--- src/rtl/clcd_ctrl.sv ---
// clcd_ctrl: character-LCD write sequencer.
// Takes one byte at a time from the host over a valid/ready handshake.
// Drives the HD44780 RS/RW/E/DQ pins with setup, enable-pulse, hold and
// execution-wait timing counted from clk.
// Build option: define CLCD_AUTOINIT_EN to compile in the 4-entry power-on
// init ROM (0x38, 0x0C, 0x01, 0x06) and the init_req rerun path. Without it,
// init_done rises as soon as the power-on wait ends and the host sends its
// own init bytes.
module clcd_ctrl #(
   parameter int PWR_WAIT_CYC = 2500000,
   parameter int SETUP_CYC    = 4,
   parameter int E_PULSE_CYC  = 25,
   parameter int HOLD_CYC     = 4,
   parameter int CMD_WAIT_CYC = 2500,
   parameter int CLR_WAIT_CYC = 100000
) (
   input  logic       clk,
   input  logic       nRESET,
   input  logic       cmd_valid,
   input  logic       cmd_rs,
   input  logic [7:0] cmd_data,
   output logic       cmd_ready,
   input  logic       init_req,
   output logic       init_done,
   output logic       busy,
   output logic       CLCD_RS,
   output logic       CLCD_RW,
   output logic       CLCD_E,
   output logic [7:0] CLCD_DQ
);

   typedef enum logic [2:0] {
      PWR_WAIT,
      INIT_LOAD,
      SETUP,
      EPULSE,
      HOLD,
      EXEC_WAIT,
      IDLE
   } state_t;

   localparam logic [21:0] PWR_LD   = 22'(PWR_WAIT_CYC);
   localparam logic [21:0] SETUP_LD = 22'(SETUP_CYC);
   localparam logic [21:0] EPULS_LD = 22'(E_PULSE_CYC);
   localparam logic [21:0] HOLD_LD  = 22'(HOLD_CYC);
   localparam logic [21:0] CMD_LD   = 22'(CMD_WAIT_CYC);
   localparam logic [21:0] CLR_LD   = 22'(CLR_WAIT_CYC);

   state_t      state_q, state_d;
   logic [21:0] cnt_q, cnt_d;
   logic        rs_q, rs_d;
   logic [7:0]  dq_q, dq_d;
   logic        initDone_q, initDone_d;
   logic        eStrobe_q, eStrobe_d;
   logic        cntDone;
   logic        longWait;

`ifdef CLCD_AUTOINIT_EN
   logic [1:0]  initIdx_q, initIdx_d;

   function automatic logic [7:0] romByte(input logic [1:0] idx);
      case (idx)
         2'd0:    romByte = 8'h38;
         2'd1:    romByte = 8'h0C;
         2'd2:    romByte = 8'h01;
         default: romByte = 8'h06;
      endcase
   endfunction
`endif

   // The counter holds the cycles left in the current timed state, so the
   // state ends on the cycle it reads 1.
   assign cntDone   = (cnt_q == 22'd1);
   // Clear (0x01) and home (0x02/0x03) need the long execution wait.
   assign longWait  = ~rs_q && (dq_q[7:2] == 6'd0) && (dq_q != 8'd0);
   assign cmd_ready = (state_q == IDLE) && initDone_q && ~init_req;
   assign init_done = initDone_q;
   assign busy      = (state_q != IDLE);
   assign CLCD_RS   = rs_q;
   assign CLCD_RW   = 1'b0;
   assign CLCD_E    = eStrobe_q;
   assign CLCD_DQ   = dq_q;

   // Next-state logic: step through the write cycle, load init bytes and accept host bytes.
   always_comb begin
      state_d    = state_q;
      cnt_d      = cnt_q;
      rs_d       = rs_q;
      dq_d       = dq_q;
      initDone_d = initDone_q;
`ifdef CLCD_AUTOINIT_EN
      initIdx_d  = initIdx_q;
`endif
      case (state_q)
         PWR_WAIT: begin
            if (cntDone) begin
`ifdef CLCD_AUTOINIT_EN
               state_d    = INIT_LOAD;
               initIdx_d  = 2'd0;
`else
               state_d    = IDLE;
               initDone_d = 1'b1;
`endif
            end else begin
               cnt_d = cnt_q - 22'd1;
            end
         end
`ifdef CLCD_AUTOINIT_EN
         INIT_LOAD: begin
            dq_d      = romByte(initIdx_q);
            rs_d      = 1'b0;
            initIdx_d = initIdx_q + 2'd1;
            state_d   = SETUP;
            cnt_d     = SETUP_LD;
         end
`endif
         SETUP: begin
            if (cntDone) begin
               state_d = EPULSE;
               cnt_d   = EPULS_LD;
            end else begin
               cnt_d = cnt_q - 22'd1;
            end
         end
         EPULSE: begin
            if (cntDone) begin
               state_d = HOLD;
               cnt_d   = HOLD_LD;
            end else begin
               cnt_d = cnt_q - 22'd1;
            end
         end
         HOLD: begin
            if (cntDone) begin
               state_d = EXEC_WAIT;
               cnt_d   = longWait ? CLR_LD : CMD_LD;
            end else begin
               cnt_d = cnt_q - 22'd1;
            end
         end
         EXEC_WAIT: begin
            if (cntDone) begin
`ifdef CLCD_AUTOINIT_EN
               if (!initDone_q && (initIdx_q != 2'd0)) begin
                  state_d = INIT_LOAD;
               end else begin
                  state_d    = IDLE;
                  initDone_d = 1'b1;
               end
`else
               state_d = IDLE;
`endif
            end else begin
               cnt_d = cnt_q - 22'd1;
            end
         end
         IDLE: begin
            if (cmd_valid && cmd_ready) begin
               dq_d    = cmd_data;
               rs_d    = cmd_rs;
               state_d = SETUP;
               cnt_d   = SETUP_LD;
            end
`ifdef CLCD_AUTOINIT_EN
            else if (init_req) begin
               initDone_d = 1'b0;
               initIdx_d  = 2'd0;
               state_d    = INIT_LOAD;
            end
`endif
         end
         default: begin
            state_d = PWR_WAIT;
            cnt_d   = PWR_LD;
         end
      endcase
      eStrobe_d = (state_d == EPULSE);
   end

   // State and pin registers; reset drops E at once and restarts the power-on wait.
   always_ff @(posedge clk or negedge nRESET) begin
      if (!nRESET) begin
         state_q    <= PWR_WAIT;
         cnt_q      <= PWR_LD;
         rs_q       <= 1'b0;
         dq_q       <= 8'h00;
         initDone_q <= 1'b0;
         eStrobe_q  <= 1'b0;
`ifdef CLCD_AUTOINIT_EN
         initIdx_q  <= 2'd0;
`endif
      end else begin
         state_q    <= state_d;
         cnt_q      <= cnt_d;
         rs_q       <= rs_d;
         dq_q       <= dq_d;
         initDone_q <= initDone_d;
         eStrobe_q  <= eStrobe_d;
`ifdef CLCD_AUTOINIT_EN
         initIdx_q  <= initIdx_d;
`endif
      end
   end

endmodule

--- config.mk ---
export PLATFORM = sky130hd
export DESIGN_NAME = clcd_ctrl
export DESIGN_NICKNAME = d
export VERILOG_FILES = /design/src/rtl/clcd_ctrl.sv
export SDC_FILE = /design/constraint.sdc
export NUM_CORES = 1
export LEC_CHECK = 0
export ABC_AREA = 0
export BUFFER_PORTS_ARGS = -buffer_cell sky130_fd_sc_hd__buf_2
export CAP_MARGIN = 10
export CORE_MARGIN = 10
export CORE_UTILIZATION = 45
export CTS_BUF_LIST = sky130_fd_sc_hd__clkbuf_16
export CTS_CLUSTER_SIZE = 14
export DETAILED_ROUTE_END_ITERATION = 10
export PLACE_DENSITY_LB_ADDON = 0.3
export SYNTH_ARGS = -nofsm -noshare
export SYNTH_HDL_FRONTEND = slang
export SYNTH_SLANG_ARGS = --single-unit
--- constraint.sdc ---
create_clock -name clk -period 2.5 [get_ports clk]
set_clock_uncertainty 0.15 [all_clocks]
set_input_delay 0.125 -clock clk [delete_from_list [all_inputs] [get_ports clk]]
set_output_delay 0.125 -clock clk [all_outputs]
set_load 0.02 [all_outputs]
# ---- Word-level counts from Yosys, hierarchy flattened
# Index checks and enable logic that the tools add are counted.
dict set report op_classes {
  addsub 1
  eq_ne 10
  n_reduce_logical 12
  n_bitwise 2
  mux 13
}
# op count
set ops {}
lappend ops {{22-bit two-way mux} 5}
lappend ops {{22-bit case mux with 5 select lines} 1}
lappend ops {{22-bit by 1-bit equality test with 1-bit output (second input constant)} 1}
lappend ops {{22-bit by 1-bit subtractor with 22-bit output (second input constant)} 1}
lappend ops {{17-bit two-way mux} 1}
lappend ops {{3-bit two-way mux} 5}
lappend ops {{3-bit case mux with 5 select lines} 1}
lappend ops {{3-bit by 2-bit equality test with 1-bit output (second input constant)} 3}
lappend ops {{3-bit equality test (second input constant)} 3}
lappend ops {{8-bit nonzero test} 1}
lappend ops {{6-bit logical NOT} 1}
lappend ops {{2-bit AND reduction} 3}
lappend ops {{1-bit logical AND} 5}
lappend ops {{3-bit logical NOT} 1}
lappend ops {{3-bit != test (second input constant)} 1}
lappend ops {{2-bit by 1-bit != test with 1-bit output (second input constant)} 1}
lappend ops {{2-bit != test (second input constant)} 1}
lappend ops {{1-bit NOT} 2}
lappend ops {{2-bit OR reduction} 1}
dict set report word_totals {
  input_bits 13
  wordCells 44
  out_inout_bits 14
  ff_bits 36
}

# ---- Logic depth before layout (Yosys ltp)
# Gate-level depths: netlist (run 1).
dict set report depth {
  word_depth 7
  ltp_mapped 10
  depth_no_buf 8
}

# ---- Worst setup path after synthesis (run 1)
# OpenSTA, ideal clock, no wires.
dict set report synth_timing {
  path_kind {register to register}
  startpoint {register cnt_q[1]}
  endpoint {register cnt_q[20]}
  slack_ns 0.266
  synth_period_minus_slack_ns 2.234
  path_buffers 2
  t_required_ns 2.226
  path_stages_with_launch 11
  setup_time_ns 0.124
  arrival_ns 1.960
  cell_sequence {dfrtp_1 -> inv_1 -> ha_1 -> nor3b_1 -> nand4_1 -> buf_4 -> or2_4 -> buf_6 -> o211ai_1 -> nor4_1 -> a211o_1}
}
dict set report synth_via {
  elab_chain_cells 3
  elab_cells_between_ends 9
  cone_classes {add/sub: 1; eq/ne: 2; mux: 5; reduce/logical: 1}
}
# element line
set synth_rtl {}
lappend synth_rtl {{start: declaration} 50} ;# logic [21:0] cnt_q, cnt_d;
lappend synth_rtl {{start signal: assignment} 194} ;# cnt_q <= cnt_d;
lappend synth_rtl {{22-bit by 1-bit subtractor with 22-bit output / 22-bit by 1-bit equality test with 1-bit output (equally long branches)} -}
lappend synth_rtl {{22-bit two-way mux, or another cell as far along} {96, 142}}
lappend synth_rtl {{22-bit case mux with 5 select lines / 2-bit AND reduction (equally long branches)} -}
# Parallel ways exist; a longest one is shown, timed or not. The select of a mux whose other input is x is not followed.
# A chain may end at the register's enable or synchronous reset.

# ---- Final worst setup path (run 1)
dict set report layout_timing {
  startpoint {register cnt_q[1]}
  endpoint {register cnt_q[18]}
}
# Same word-level chain as after synthesis.

==> results.toml, run 1 <==
[status]
status = "complete, no violations"

[drt]
route.detailed.drc = 0
vias = 2350
wirelength_mm = 6.92
firstDrtPassIters = 4
drtIter0Drc = 239
post_drt_wl_per_cell_microns = 17.7
antenna_left = 0
vias_per_cell = 5.99

[setup_path]
reg2regPathDepth = 9
cpPeakStageDelay_ps = 410
r2r_end = "cnt_q[18]"
startpoint_type = "flip-flop"
cp_num_buf_inv = 2
cp.required_ps = 2560
path_delay_family = "simple AND/OR/NAND/NOR gates"
critPathSlowestCell = "nor2_1"
path_cells = "inv_1 > ha_1 > nor3b_2 > nand4_1 > buf_4 > o32ai_1 > nor2_1 > o31ai_1 > a221o_1"
r2r_slack_ps = 140
arrival_ps = 2410
crit_type = "reg -> reg"
cp-end-kind = "flip-flop"
worstReg2RegStart = "cnt_q[1]"
critPathMaxFanout = 10

[floorplanning]
start_util = 0.472
die_height_microns = 93.7
coreArea_sq_um = 5170
die_x_microns = 93.7
row_count = 26
die_area_sq_um = 8770
pin_count = 27

[finish]
multi_input_comb_area_sq_um = 1430
areaGrowthSynthToFinish_pct = 22.9
fin_area_sq_um = 3000
fillers = 448
diodes = 0
drive_above_1_share = 0.286
seq_area_sq_um = 911
fin_nets = 336

[place]
place_area_sq_um = 2710
dp_hpwl_mm = 5.03
port_buffers = 25
gp_congestion = 0.995

[synthesis]
synth_ff_type = "dfrtp_1"
synthTopCellsByCount = "28 x dfrtp_1, 25 x nand2_1, 21 x nor2_1"
yosysWarningCount = 0
syn_inst = 273
synth.most_common_cell = "dfrtp_1"
synth.distinct_cells = 65
ys_ff_latch = 36
syn_nets = 288
synth_area_sq_um = 2440
synth-edff-count = 0
ys_seq_area_frac = 0.373
avgSynthCellArea_sq_um = 8.94
yosysTopAreaCell = "dfrtp_1"
synth_area_leaders = "dfrtp_1 29%, dfstp_2 8.6%, mux2_2 4.2%, nand2_1 3.8%, o21ai_0 3.5%"
synth_top_area_share = 0.287
async_flop_share = 1.00

[cts]
cts_tree = "yes"
numCtsBuffers = 5
clkLatencyLatePin_ps = 280
clockRootBuffer = "clkbuf_16"
htreeDepth = 2
cts.sinks = 36
cts_buffer_depth = 2
clkTransAtPathRegs_ps = 60

[worst_hold_path]
hold_end = "cnt_q[8]"
min_path_cells = 5
hold_start = "cmd_valid"
hold_class = "in -> reg"

[global_routing]
track_usage = 0.168
grt_antenna_before_repair = 0
grt_max_degree = 37
grt_first_pass_wirelength_mm = 12.0
overflow = 0
grt_pass1_vias = 2463

[sta]
max_clock_freq_mhz = 424
setup_viol = 0
tightest_slew_ps = 806
finalMaxSlewViolations = 0
rsz0062_at_grt = "false"
min_period_ps = 2360
hold_viol_final = 0
slew_headroom = 0.462
fin_tns_setup_ps = 0
fin_crit_sh = 0.943

[pwr]
max-vdd-ir-drop_mv = 0.311
power_leakage_nw = 1.31
power.density_nw_per_um2 = 405

[run]
maxCapViolCount = 0
[cells in the final DEF (no fill, tap or decap), drive strengths merged, types with 3 or more instances in the layout]
cell / n
buf: 48
dfrtp: 28
nand2: 25
nor2: 22
o21ai: 20
a21oi: 15
inv: 10
dlygate4sd3: 10
nor3: 10
mux2: 9
dfstp: 8
nor4: 8
o22ai: 7
a31oi: 6
nand3: 6
nand4: 5
o211ai: 5
clkbuf: 5
nand2b: 4
a21o: 4
nand4b: 4
o31ai: 4
nand3b: 3
xnor2: 3
xor2: 3
and2: 3
o311ai: 3
a22oi: 3
nor3b: 3
clkinv: 3
[cell type report]
class,instances,area share
multi-input combinational,210,0.476
clock inverter,3,0.00459
tap,70,0.0292
clock buffer,5,0.0417
inverter,10,0.0125
sequential,36,0.304
timing repair buffer,58,0.133
[flip-flops by register name, indices dropped and copies added (netlist names)]
register / cells
CLCD_DQ: 8
CLCD_E: 1
CLCD_RS: 1
cnt_q: 22
init_done: 1
state_q: 3
[cells by family (layout without fill, tap and decap cells)]
kind of cell,count (synthesis),in the layout,share of synthesized area
AOI/OAI and AO/OA,89,89,0.246
xor gates and xnor gates,6,6,0.0215
adders and majority gates,2,2,0.0102
buffers and inverters,27,76,0.0559
DFF,36,36,0.373
muxes,10,10,0.0456
other,1,1,0.00154
and+or+nand+nor,102,102,0.246
[metrics by stage]
stage / hold WS (ps) / setup slack (ps) / utilization / cells / power (mW)
finish: 226 / 143 / 0.580 / 392 / 1.22
global route: 287 / 3.73 / 0.580 / 392 / 1.25
CTS: 235 / 88.5 / 0.571 / 390 / 1.22
detailed placement: 110 / 135 / 0.524 / 372 / 0.616
global placement: 110 / 206 / 0.524 / 372 / 0.615
floorplan: -321 / 266 / - / 273 / 0.596
[worst max-delay path by stage]
stage                         start   endpoint  slack (ps)  depth (start not counted)
after detailed placement   cnt_q[1]   cnt_q[2]         140                          9
after global routing      cnt_q[19]  cnt_q[16]           4                          6
after global placement     cnt_q[1]  cnt_q[14]         210                         11
after CTS                  cnt_q[1]   cnt_q[2]          90                          9
final                      cnt_q[1]  cnt_q[18]         140                          9
after floorplan            cnt_q[1]  cnt_q[20]         270                         10
[report_power, final]
part	switching [mW]	internal [mW]	total [mW]
Combinational	0.0165	0.0169	0.0335
Sequential	0	0.584	0.584
Clock	0.237	0.362	0.599
Total	0.253	0.962	1.22
[layer usage]
| metal | global-route usage | wire (microns) | up-vias | share of wire |
|---|---|---|---|---|
| met5 | 0 | 0 | - | 0 |
| met1 | 0.217 | 3000 | 1115 | 0.43 |
| li1 | - | - | 1124 | - |
| met3 | 0.0400 | 530 | 17 | 0.077 |
| met4 | 0.0684 | 150 | 0 | 0.022 |
| met2 | 0.261 | 3240 | 94 | 0.47 |
[worst reg2reg max path, cell delays in order (launching register included)]
cell and delay, ps:
dfrtp_1 360, inv_1 90, ha_1 180, nor3b_2 160
nand4_1 140, buf_4 210, o32ai_1 100, nor2_1 410
o31ai_1 150, a221o_1 320
[timing repair]
action	CTS	global route
setup buffers	0	2
setup endpoints to repair	0	16
hold buffers	10	0
resized for setup	0	7
hold endpoints to repair	37	0
Note: power is estimated with default switching activity, not from simulation.
==> inputs of run 2 (changes only) <==
- MAX_ROUTING_LAYER: not set -> met4
- clock period: 2.5 -> 3.1 ns (I/O delays scaled with it)
==> results.toml, run 2 (synthesized netlist as in run 1, its figures left out) <==
[sta]
hold_viol_final = 0
max_clock_freq_mhz = 345
fin_tns_setup_ps = 0
worst_slack_ps = 200
slew_headroom = 0.465
tightest_slew_ps = 802
rsz0062_at_grt = "false"
setup_viol = 0
min_period_ps = 2900
fin_crit_sh = 0.935
finalMaxSlewViolations = 0

[finish]
fin_area_sq_um = 2850
layout_commonest_cell = "dfrtp_1"
seq_area_sq_um = 911
fillers = 468
fin_nets = 319
final_util = 0.551
layout_common_cells = "28 x dfrtp_1, 25 x nand2_1, 25 x buf_2"
layout.cells.non_filler = 375
drive_above_1_share = 0.226
areaGrowthSynthToFinish_pct = 16.7
diodes = 0
largest_reg_flops = 22
multi_input_comb_area_sq_um = 1400
regMostFlops = "cnt_q"

[worst_hold_path]
hold_class = "in -> reg"

[global_routing]
track_usage = 0.169
overflow = 0
grt_pass1_vias = 2294
grt_first_pass_wirelength_mm = 11.6
grt_antenna_before_repair = 0
grt_max_degree = 37

[floorplanning]
row_count = 26
die_x_microns = 93.7
die_area_sq_um = 8770
start_util = 0.472
coreArea_sq_um = 5170
pin_count = 27
die_height_microns = 93.7

[cts]
cts_buffer_depth = 2
post_cts.repair.setup_buffers = 0
cts_tree = "yes"
clkTransAtPathRegs_ps = 60
htreeDepth = 2
clockRootBuffer = "clkbuf_16"
clkLatencyLatePin_ps = 280
numCtsBuffers = 5
cts.sinks = 36

[setup_path]
crit_type = "reg -> reg"
worstReg2RegStart = "cnt_q[1]"
cp-end-kind = "flip-flop"
reg2regPathDepth = 8
cpPeakStageDelay_ps = 530
path_cells = "inv_1 > ha_1 > nor3b_1 > nand4_1 > o21ai_2 > a22oi_1 > o311a_1 > a221o_1"
endpoint = "cnt_q[3]"
critPathMaxFanout = 12
critPathSlowestCell = "nand4_1"
startpoint_type = "flip-flop"
r2r_slack_ps = 200
cp.required_ps = 3120
r2r_end = "cnt_q[3]"
arrival_ps = 2920
crit_start = "cnt_q[1]"

[drt]
route.detailed.drc = 0
vias = 2384
vias_per_cell = 6.36
wirelength_mm = 7.02
post_drt_wl_per_cell_microns = 18.7
firstDrtPassIters = 5
antenna_left = 0
drtIter0Drc = 295

[place]
port_buffers = 25
gp_congestion = 0.960
place_area_sq_um = 2600
dp.cells = 357
dp_hpwl_mm = 4.97
dp_slack_ps = 241

[pwr]
power.density_nw_per_um2 = 350
power_leakage_nw = 1.21
max-vdd-ir-drop_mv = 0.277

[run]
maxCapViolCount = 0

[status]
status = "complete, no violations"
run 2: report_power, final:
part | switching (mW) | total, mW | internal (mW)
Clock | 0.204 | 0.501 | 0.296
Sequential | 0 | 0.471 | 0.471
Combinational | 0.0136 | 0.0273 | 0.0137
run 2: area by class of cell:
| class | count | share of cell area |
|---|---|---|
| flip-flops and latches | 36 | 0.320 |
| multi-input cells | 210 | 0.491 |
| inverters | 10 | 0.0132 |
| repair buffers | 41 | 0.0949 |
| clock inverters | 3 | 0.00659 |
| clock buffers | 5 | 0.0439 |
| well taps | 70 | 0.0307 |
run 2: critical path, delay by kind of cell, from the launching register on:
family	cells	cell delay, ps
flops	1	390
fa+ha+maj	1	160
buf+inv	1	110
compound gates	4	1180
simple gates	2	780
run 2: timing repair:
action,CTS,global route
resized for setup,0,1
endpoints found under the hold margin,37,0
hold buffers,10,0
endpoints found under the setup margin,0,5
run 2: worst min path at each step:
stage	from	to	slack, ps	depth (start not counted)
after floorplan	nRESET	CLCD_DQ[0]	-290	0
after global placement	nRESET	cnt_q[4]	140	1
after detailed placement	nRESET	cnt_q[4]	150	1
after CTS	cmd_valid	cnt_q[8]	280	5
after global routing	cmd_valid	cnt_q[8]	340	5
final	cmd_valid	cnt_q[8]	290	5
run 2: through the flow:
| stage | hold slack [ps] | total power, mW |
|---|---|---|
| after floorplan | -291 | 0.481 |
| after global placement | 144 | 0.496 |
| after detailed placement | 146 | 0.497 |
| after CTS | 279 | 1.01 |
| after global routing | 341 | 1.03 |
| final | 292 | 0.998 |
run 2: metal layers:
layer | track usage | up-vias | part of all wire
li1 | - | 1087 | -
met1 | 0.214 | 1188 | 0.44
met2 | 0.267 | 100 | 0.48
met3 | 0.0336 | 9 | 0.067
met4 | 0.0468 | 0 | 0.012
met5 | - | - | 0
==> inputs of run 3 (changes only) <==
- CORE_MARGIN: 10 -> not set
- PLACE_DENSITY_LB_ADDON: 0.3 -> not set
==> results.toml, run 3 (synthesized netlist as in run 1, its figures left out) <==
[status]
status = "complete, no violations"

[finish]
layout.cells.non_filler = 376
areaGrowthSynthToFinish_pct = 17.6
diodes = 0
seq_area_sq_um = 911
multi_input_comb_area_sq_um = 1390
regMostFlops = "cnt_q"
fillers = 469
fin_area_sq_um = 2870
largest_reg_flops = 22
drive_above_1_share = 0.225
final_util = 0.555
layout_commonest_cell = "dfrtp_1"
layout_common_cells = "28 x dfrtp_1, 25 x nand2_1, 25 x buf_2"
fin_nets = 320

[cts]
clockRootBuffer = "clkbuf_16"
cts_tree = "yes"
clkLatencyLatePin_ps = 290
cts.sinks = 36
numCtsBuffers = 5
cts_resized = 0
post_cts.repair.setup_buffers = 0
cts_buffer_depth = 2
hold_buffers = 10
htreeDepth = 2
clkTransAtPathRegs_ps = 60

[place]
dp.cells = 358
gp_congestion = 0.908
place_area_sq_um = 2610
dp_hpwl_mm = 4.80
dp_slack_ps = 619
port_buffers = 25

[setup_path]
cp.required_ps = 3160
arrival_ps = 2620
crit_type = "reg -> reg"
cp-end-kind = "flip-flop"
startpoint_type = "flip-flop"
critPathMaxFanout = 12

[global_routing]
grt_max_degree = 37
grt_antenna_before_repair = 0
overflow = 0
grt_pass1_vias = 2124
grt_first_pass_wirelength_mm = 10.9
track_usage = 0.271

[floorplanning]
coreArea_sq_um = 5170
die_area_sq_um = 5720
die_x_microns = 75.7
pin_count = 27
die_height_microns = 75.7
row_count = 26
start_util = 0.472

[sta]
tightest_slew_ps = 795
finalMaxSlewViolations = 0
min_period_ps = 2560
setup_viol = 0
slew_headroom = 0.470
fin_tns_setup_ps = 0
hold_viol_final = 0
rsz0062_at_grt = "false"
max_clock_freq_mhz = 391
fin_crit_sh = 0.826
worst_slack_ps = 541

[drt]
post_drt_wl_per_cell_microns = 17.8
wirelength_mm = 6.70
vias_per_cell = 6.01
drtIter0Drc = 230
firstDrtPassIters = 4
antenna_left = 0
route.detailed.drc = 0
vias = 2258

[pwr]
max-vdd-ir-drop_mv = 0.282
power.density_nw_per_um2 = 372
power_leakage_nw = 1.23

[run]
maxCapViolCount = 0

[worst_hold_path]
hold_class = "in -> reg"
run 3: path summary, 6_finish.rpt:
path	slack (ps)	to	depth (start not counted)	from
min	310	cnt_q[8]	5	cmd_valid
max	540	cnt_q[13]	9	cnt_q[1]
max in group asynchronous	1960	cnt_q[1]	2	nRESET
min in group asynchronous	350	init_done	2	nRESET
min reg2reg	370	init_done	1	init_done
max reg2reg	540	cnt_q[13]	9	cnt_q[1]
run 3: per-layer routing:
metal,up-vias,part of all wire,GRT usage
li1,1096,-,-
met1,1091,0.46,0.347
met2,60,0.47,0.410
met3,11,0.051,0.0754
met4,0,0.021,0.0947
met5,-,0,-
run 3: worst max-delay path, stage by stage (launching register included):
cell and delay (ps):
dfrtp_1 400, inv_1 120, ha_1 150, nor3b_1 280
nand4_1 130, buf_4 210, o21ai_1 400, nor2_1 190
a21o_1 190, a211o_1 290
run 3: per-stage QoR:
stage               hold slack (ps)  power [mW]
CTS                             295        1.08
detailed placement              144       0.497
finish                          311        1.07
floorplan                      -291       0.481
global route                    396        1.10
global placement                140       0.496
run 3: final cells by class:
type	count	area share
Inverter	10	0.0131
Sequential cell	36	0.317
Clock inverter	3	0.0135
Multi-Input combinational cell	210	0.485
Timing Repair Buffer	42	0.0967
Tap cell	70	0.0305
Clock buffer	5	0.0436
run 3: power breakdown:
group          total, mW  switching, mW  internal, mW
logic             0.0267         0.0131        0.0136
registers          0.471              0         0.471
clock network      0.571          0.196         0.375
